[src/rtl/elastic_pipe_pkg.sv]
// Shared definitions for the elastic pipeline: default geometry and the
// occupancy-counter width helper.
package elastic_pipe_pkg;

    localparam int DEF_WIDTH = 8;
    localparam int DEF_DEPTH = 4;

    // Bits needed to hold an occupancy value from 0 up to and including depth.
    function automatic int cnt_width(input int depth);
        return $clog2(depth + 1);
    endfunction

endpackage

[src/rtl/elastic_pipe_stage.sv]
// One elastic stage: a valid bit plus a data register. Data only moves when
// the upstream slot actually carries an item, so an empty stage keeps its
// last contents.
module pipe_stage
    import elastic_pipe_pkg::*;
#(
    parameter int               WIDTH   = DEF_WIDTH,
    parameter logic [WIDTH-1:0] RST_VAL = '0
) (
    input  logic             clk,
    input  logic             rst,
    input  logic             flush,
    input  logic             load,
    input  logic             in_valid,
    input  logic [WIDTH-1:0] in_data,
    output logic             valid,
    output logic [WIDTH-1:0] data
);

    // Stage register: reset/flush clear, otherwise capture upstream when allowed to advance.
    always_ff @(posedge clk or posedge rst) begin
        if (rst) begin
            valid <= 1'b0;
            data  <= RST_VAL;
        end else if (flush) begin
            valid <= 1'b0;
            data  <= RST_VAL;
        end else if (load) begin
            valid <= in_valid;
            if (in_valid) begin
                data <= in_data;
            end
        end
    end

endmodule

[src/rtl/elastic_pipe.sv]
// Stallable register chain with ready/valid on both ends. Each stage accepts
// whenever it is empty or its successor is advancing, which collapses bubbles
// behind a stall. in_ready is combinational from out_ready through the whole
// ready chain; that path grows with DEPTH.
module elastic_pipe
    import elastic_pipe_pkg::*;
#(
    parameter int               WIDTH   = DEF_WIDTH,
    parameter int               DEPTH   = DEF_DEPTH,
    parameter logic [WIDTH-1:0] RST_VAL = '0,
    localparam int              CW      = cnt_width(DEPTH)
) (
    input  logic             clk,
    input  logic             rst,
    input  logic             flush,
    input  logic             in_valid,
    output logic             in_ready,
    input  logic [WIDTH-1:0] in_data,
    output logic             out_valid,
    input  logic             out_ready,
    output logic [WIDTH-1:0] out_data,
    output logic [CW-1:0]    count
);

    typedef struct packed {
        logic             valid;
        logic [WIDTH-1:0] data;
    } hs_t;

    hs_t              up [DEPTH];
    logic [DEPTH-1:0] v;
    logic [WIDTH-1:0] d [DEPTH];
    logic [DEPTH:0]   rdy;
    logic             in_xfer;
    logic             out_xfer;

    // Ready chain: a stage can take an item if it is empty or its own item moves on.
    always_comb begin
        rdy        = '0;
        rdy[DEPTH] = out_ready;
        for (int k = DEPTH - 1; k >= 0; k--) begin
            rdy[k] = ~v[k] | rdy[k+1];
        end
    end

    for (genvar k = 0; k < DEPTH; k++) begin : g_stage
        if (k == 0) begin : g_head
            assign up[k] = '{valid: in_valid, data: in_data};
        end else begin : g_body
            assign up[k] = '{valid: v[k-1], data: d[k-1]};
        end

        pipe_stage #(
            .WIDTH   (WIDTH),
            .RST_VAL (RST_VAL)
        ) u_stage (
            .clk      (clk),
            .rst      (rst),
            .flush    (flush),
            .load     (rdy[k]),
            .in_valid (up[k].valid),
            .in_data  (up[k].data),
            .valid    (v[k]),
            .data     (d[k])
        );
    end

    assign in_ready  = rdy[0] & ~flush & ~rst;
    assign out_valid = v[DEPTH-1];
    assign out_data  = d[DEPTH-1];

    // A flush discards the item on the output, so it never counts as leaving.
    assign in_xfer  = in_valid & in_ready;
    assign out_xfer = out_valid & out_ready & ~flush;

    // Occupancy counter tracking accepted minus delivered items.
    always_ff @(posedge clk or posedge rst) begin
        if (rst) begin
            count <= '0;
        end else if (flush) begin
            count <= '0;
        end else begin
            case ({in_xfer, out_xfer})
                2'b10:   count <= count + 1'b1;
                2'b01:   count <= count - 1'b1;
                default: count <= count;
            endcase
        end
    end

endmodule

[config.mk]
export PLATFORM = sky130hd
export DESIGN_NAME = elastic_pipe
export DESIGN_NICKNAME = d
export VERILOG_FILES = /design/src/rtl/elastic_pipe_pkg.sv /design/src/rtl/elastic_pipe_stage.sv /design/src/rtl/elastic_pipe.sv
export SDC_FILE = /design/constraint.sdc
export NUM_CORES = 1
export LEC_CHECK = 0
export CORE_ASPECT_RATIO = 1.5
export CORE_MARGIN = 8
export CORE_UTILIZATION = 55
export DETAILED_ROUTE_END_ITERATION = 10
export GPL_TIMING_DRIVEN = 1
export PLACE_DENSITY = 0.79
export SLEW_MARGIN = 25
export SYNTH_ARGS = -nofsm -noshare
export SYNTH_HDL_FRONTEND = slang
export SYNTH_HIERARCHICAL = 1
export SYNTH_SLANG_ARGS = --single-unit
[constraint.sdc]
create_clock -name clk -period 2.4 [get_ports clk]
set_input_delay 0.36 -clock clk [delete_from_list [all_inputs] [get_ports clk]]
set_output_delay 0.36 -clock clk [all_outputs]
set_load 0.02 [all_outputs]
==> results.toml, run 1 <==
[worst_setup_path]
crit_type = "primary input to output pin"
path_cells = "clkdlybuf4s50_1 > nand2b_1 > nor2_1 > nand3_1 > nor3b_1 > dlygate4sd2_1"
max_stage_delay_ns = 0.48
crit_family = "buffers and inverters"
crit_arrival_ns = 1.79
r2r.worst_path.cells = 6
crit_path_max_fanout = 3
crit_required_ns = 2.04
r2r_end = "count[2]"
slowest_stage = "clkdlybuf4s50_1"
crit_buf_inv = 2
r2r_start = "g_stage[3].u_stage/valid"
reg2reg_slack_ns = 0.55
crit_path_end_kind = "output pin"
crit_path_start_kind = "primary input"

[clock_tree]
cts_made_buffers = 5
holdBufCountCts = 0
cts_tree = "built"
clk_latency_ns = 0.29
clock_sinks = 39
root_buffer = "clkbuf_8"
path_clk_slew_ns = 0.07
cts_buffer_depth = 2
htreeDepth = 2

[placed_design]
dpl_worst_slack_ns = 0.01230
gp_congestion = 0.8183
port_buffers = 25
dp_hpwl_um = 2956

[yosys]
ys.flop_type = "dfrtp_1"
synth_top_area_share_pct = 47.19
synth_common_cells = "39 x dfrtp_1, 33 x nand3_1, 28 x a21bo_2, 28 x a21oi_1, 8 x buf_6"
syn_nets = 208
synth_most_common_cell = "dfrtp_1"
synth_largest_area_cell = "dfrtp_1"
yosysUniqueCellTypes = 26
synth_edf_count = 0
synth_cells = 194
syn_area_per_cell_um2 = 10.66
synth_warnings = 6
synth_area_leaders = "dfrtp_1 47%, a21bo_2 14%, nand3_1 8.0%"
yosysSeqAreaShare_pct = 47.19
ys_ff_latch = 39
netlist_area_um2 = 2068
postSynth.asyncResetShare_pct = 100.0

[routing]
antenna_left = 0
route.vias.total = 1469
wl_um = 4054
vias_per_cell = 5.694
drtPass1Iterations = 4
first_iter_violations = 63
wire_per_inst_um = 15.71
drc = 0

[global_routing]
grt_pass1_vias = 1526
grt_pass1_wl_um = 6955
grt_max_degree = 26
grt.total_usage_pct = 14.47
grt_antenna_before_repair = 0
grt-ovfl-total = 0

[power]
power.leakage_uw = 0.001019
power.density_nw_per_um2 = 515.5
peakVddDrop_mv = 0.4187

[cells_and_area]
drive_gt1_share_pct = 22.33
antenna_cells = 0
area_delta_synth_final_pct = 12.34
nNetsFinal = 230
fill_cells = 294

[timing]
finalMaxSlewViolations = 0
setup_ws_ns = 0.2538
min_period_ns = 2.146
hold_ws_ns = 0.4722
fin_tns_setup_ns = 0
rsz0062_at_grt = "false"
hold_viol = 0
relSlewSlack_pct = 64.45
tightest_slew_ns = 0.5320
fmax_mhz = 465.9
setup_viol = 0
post-route-period-util_pct = 89.43
fin_skew_ns = 0.006325

[run]
maxCapViolCount = 0

[die]
start_util_pct = 56.69
dieArea_um2 = 6019
core_area_um2 = 3649
rows = 27
die_y_um = 91.11
num_io_pins = 26
die_w_um = 66.07

[worst_hold_path]
min_path_type = "primary input to asynchronous set/reset pin"

[outcome]
run_status = "finished clean"
[flip-flops by register name, summed over array words and instances (netlist names)]
register	count
g_stage.u_stage/data	32
count	3
g_stage.u_stage/valid	4
[logic make-up (layout without fill, tap and decap cells)]
logic type / after synthesis / in the layout / share of synthesized area [%]
buffers and inverters: 27 / 48 / 10.71
flip-flops: 39 / 39 / 47.19
AO/OA/AOI/OAI: 66 / 66 / 24.56
adder cells (fa/ha/maj): 1 / 1 / 0.9680
AND/OR/NAND/NOR: 56 / 56 / 14.16
multiplexers: 5 / 5 / 2.420
[area by class of cell]
| cell class | instances | area [um^2] | share of cell area (%) |
|---|---|---|---|
| Inverter | 7 | 26.28 | 1.131 |
| Tap cell | 43 | 53.80 | 2.316 |
| Multi-Input combinational cell | 128 | 870.8 | 37.48 |
| Sequential cell | 39 | 975.9 | 42.00 |
| Clock buffer | 6 | 72.57 | 3.123 |
| Timing Repair Buffer | 35 | 324.1 | 13.95 |
[cells in the final DEF, fill, tap and decap left out, types with 2 or more instances in the layout]
| master | netlist | layout |
|---|---|---|
| nand2b_1 | 3 | 3 |
| nor2_1 | 7 | 7 |
| mux2i_1 | 5 | 5 |
| nand2_1 | 2 | 2 |
| a21oi_2 | 4 | 4 |
| inv_1 | 7 | 7 |
| nand3_1 | 33 | 33 |
| a21bo_2 | 28 | 28 |
| a21oi_1 | 28 | 28 |
| clkbuf_8 | 0 | 5 |
| nor3b_1 | 2 | 2 |
| a21bo_1 | 4 | 4 |
| dfrtp_1 | 39 | 39 |
| buf_4 | 4 | 10 |
| nor3_1 | 2 | 2 |
| nand4_1 | 2 | 2 |
| clkdlybuf4s50_1 | 0 | 24 |
[repair_timing]
action,in CTS,in global routing
resized for setup,1,0
setup buffers,0,0
endpoints found under the setup margin,1,0
[power by group]
group / leakage (uW) / internal, uW / switching [uW]
clock network: 0.0000371 / 193 / 204
logic: 0.000447 / 53.2 / 65.4
registers: 0.000536 / 672 / 9.41
[stage by stage]
stage	std cells	instance area, um^2	util, %	total power [uW]
global route	258	2323	63.68	1249
CTS	258	2323	63.68	1209
global placement	252	2252	61.73	805.8
floorplan	194	2068	-	772.2
detailed placement	252	2252	61.73	813.2
finish	258	2323	63.68	1198
[metal layers]
metal,GRT usage [%],wire (um),vias up
li1,-,-,716
met2,25.88,2216,25
met3,4.305,196,6
met1,15.01,1573,722
met5,0,0,-
met4,5.903,68,0
[worst max-delay path by stage]
stage	start	to	depth (start not counted)	slack, ns
finish	out_ready	in_ready	6	0.25
global route	out_ready	in_ready	6	0.17
CTS	out_ready	in_ready	6	0.29
detailed placement	out_ready	in_ready	6	0.01
global placement	out_ready	in_ready	6	0.09
floorplan	g_stage[3].u_stage/valid	count[2]	6	0.58
[worst reg2reg max path, stage by stage (launching register included)]
cell	delay, ns
dfrtp_1	0.43
nand2_1	0.15
nor3_1	0.08
fa_1	0.38
or3_1	0.40
and3b_1	0.21
nor3_2	0.14
Note: power is estimated with default switching activity, not from simulation.
==> run 2: changes to the inputs <==
--- a/config.mk
+++ b/config.mk
@@ -5,6 +5,7 @@
 export SDC_FILE = /design/constraint.sdc
 export NUM_CORES = 1
 export LEC_CHECK = 0
+export ABC_CLOCK_PERIOD_IN_PS = 2400
 export CORE_ASPECT_RATIO = 1.5
 export CORE_MARGIN = 8
 export CORE_UTILIZATION = 55
==> results of run 2 <==
Final layout, timing and power as in run 1 (identical DEF).
==> run 3: changes to the inputs <==
--- a/config.mk
+++ b/config.mk
@@ -12,6 +12,7 @@
 export DETAILED_ROUTE_END_ITERATION = 10
 export GPL_TIMING_DRIVEN = 1
 export PLACE_DENSITY = 0.79
+export SKIP_LAST_GASP = 1
 export SLEW_MARGIN = 25
 export SYNTH_ARGS = -nofsm -noshare
 export SYNTH_HDL_FRONTEND = slang
==> results of run 3 <==
Final layout, timing and power as in run 1 (identical DEF).
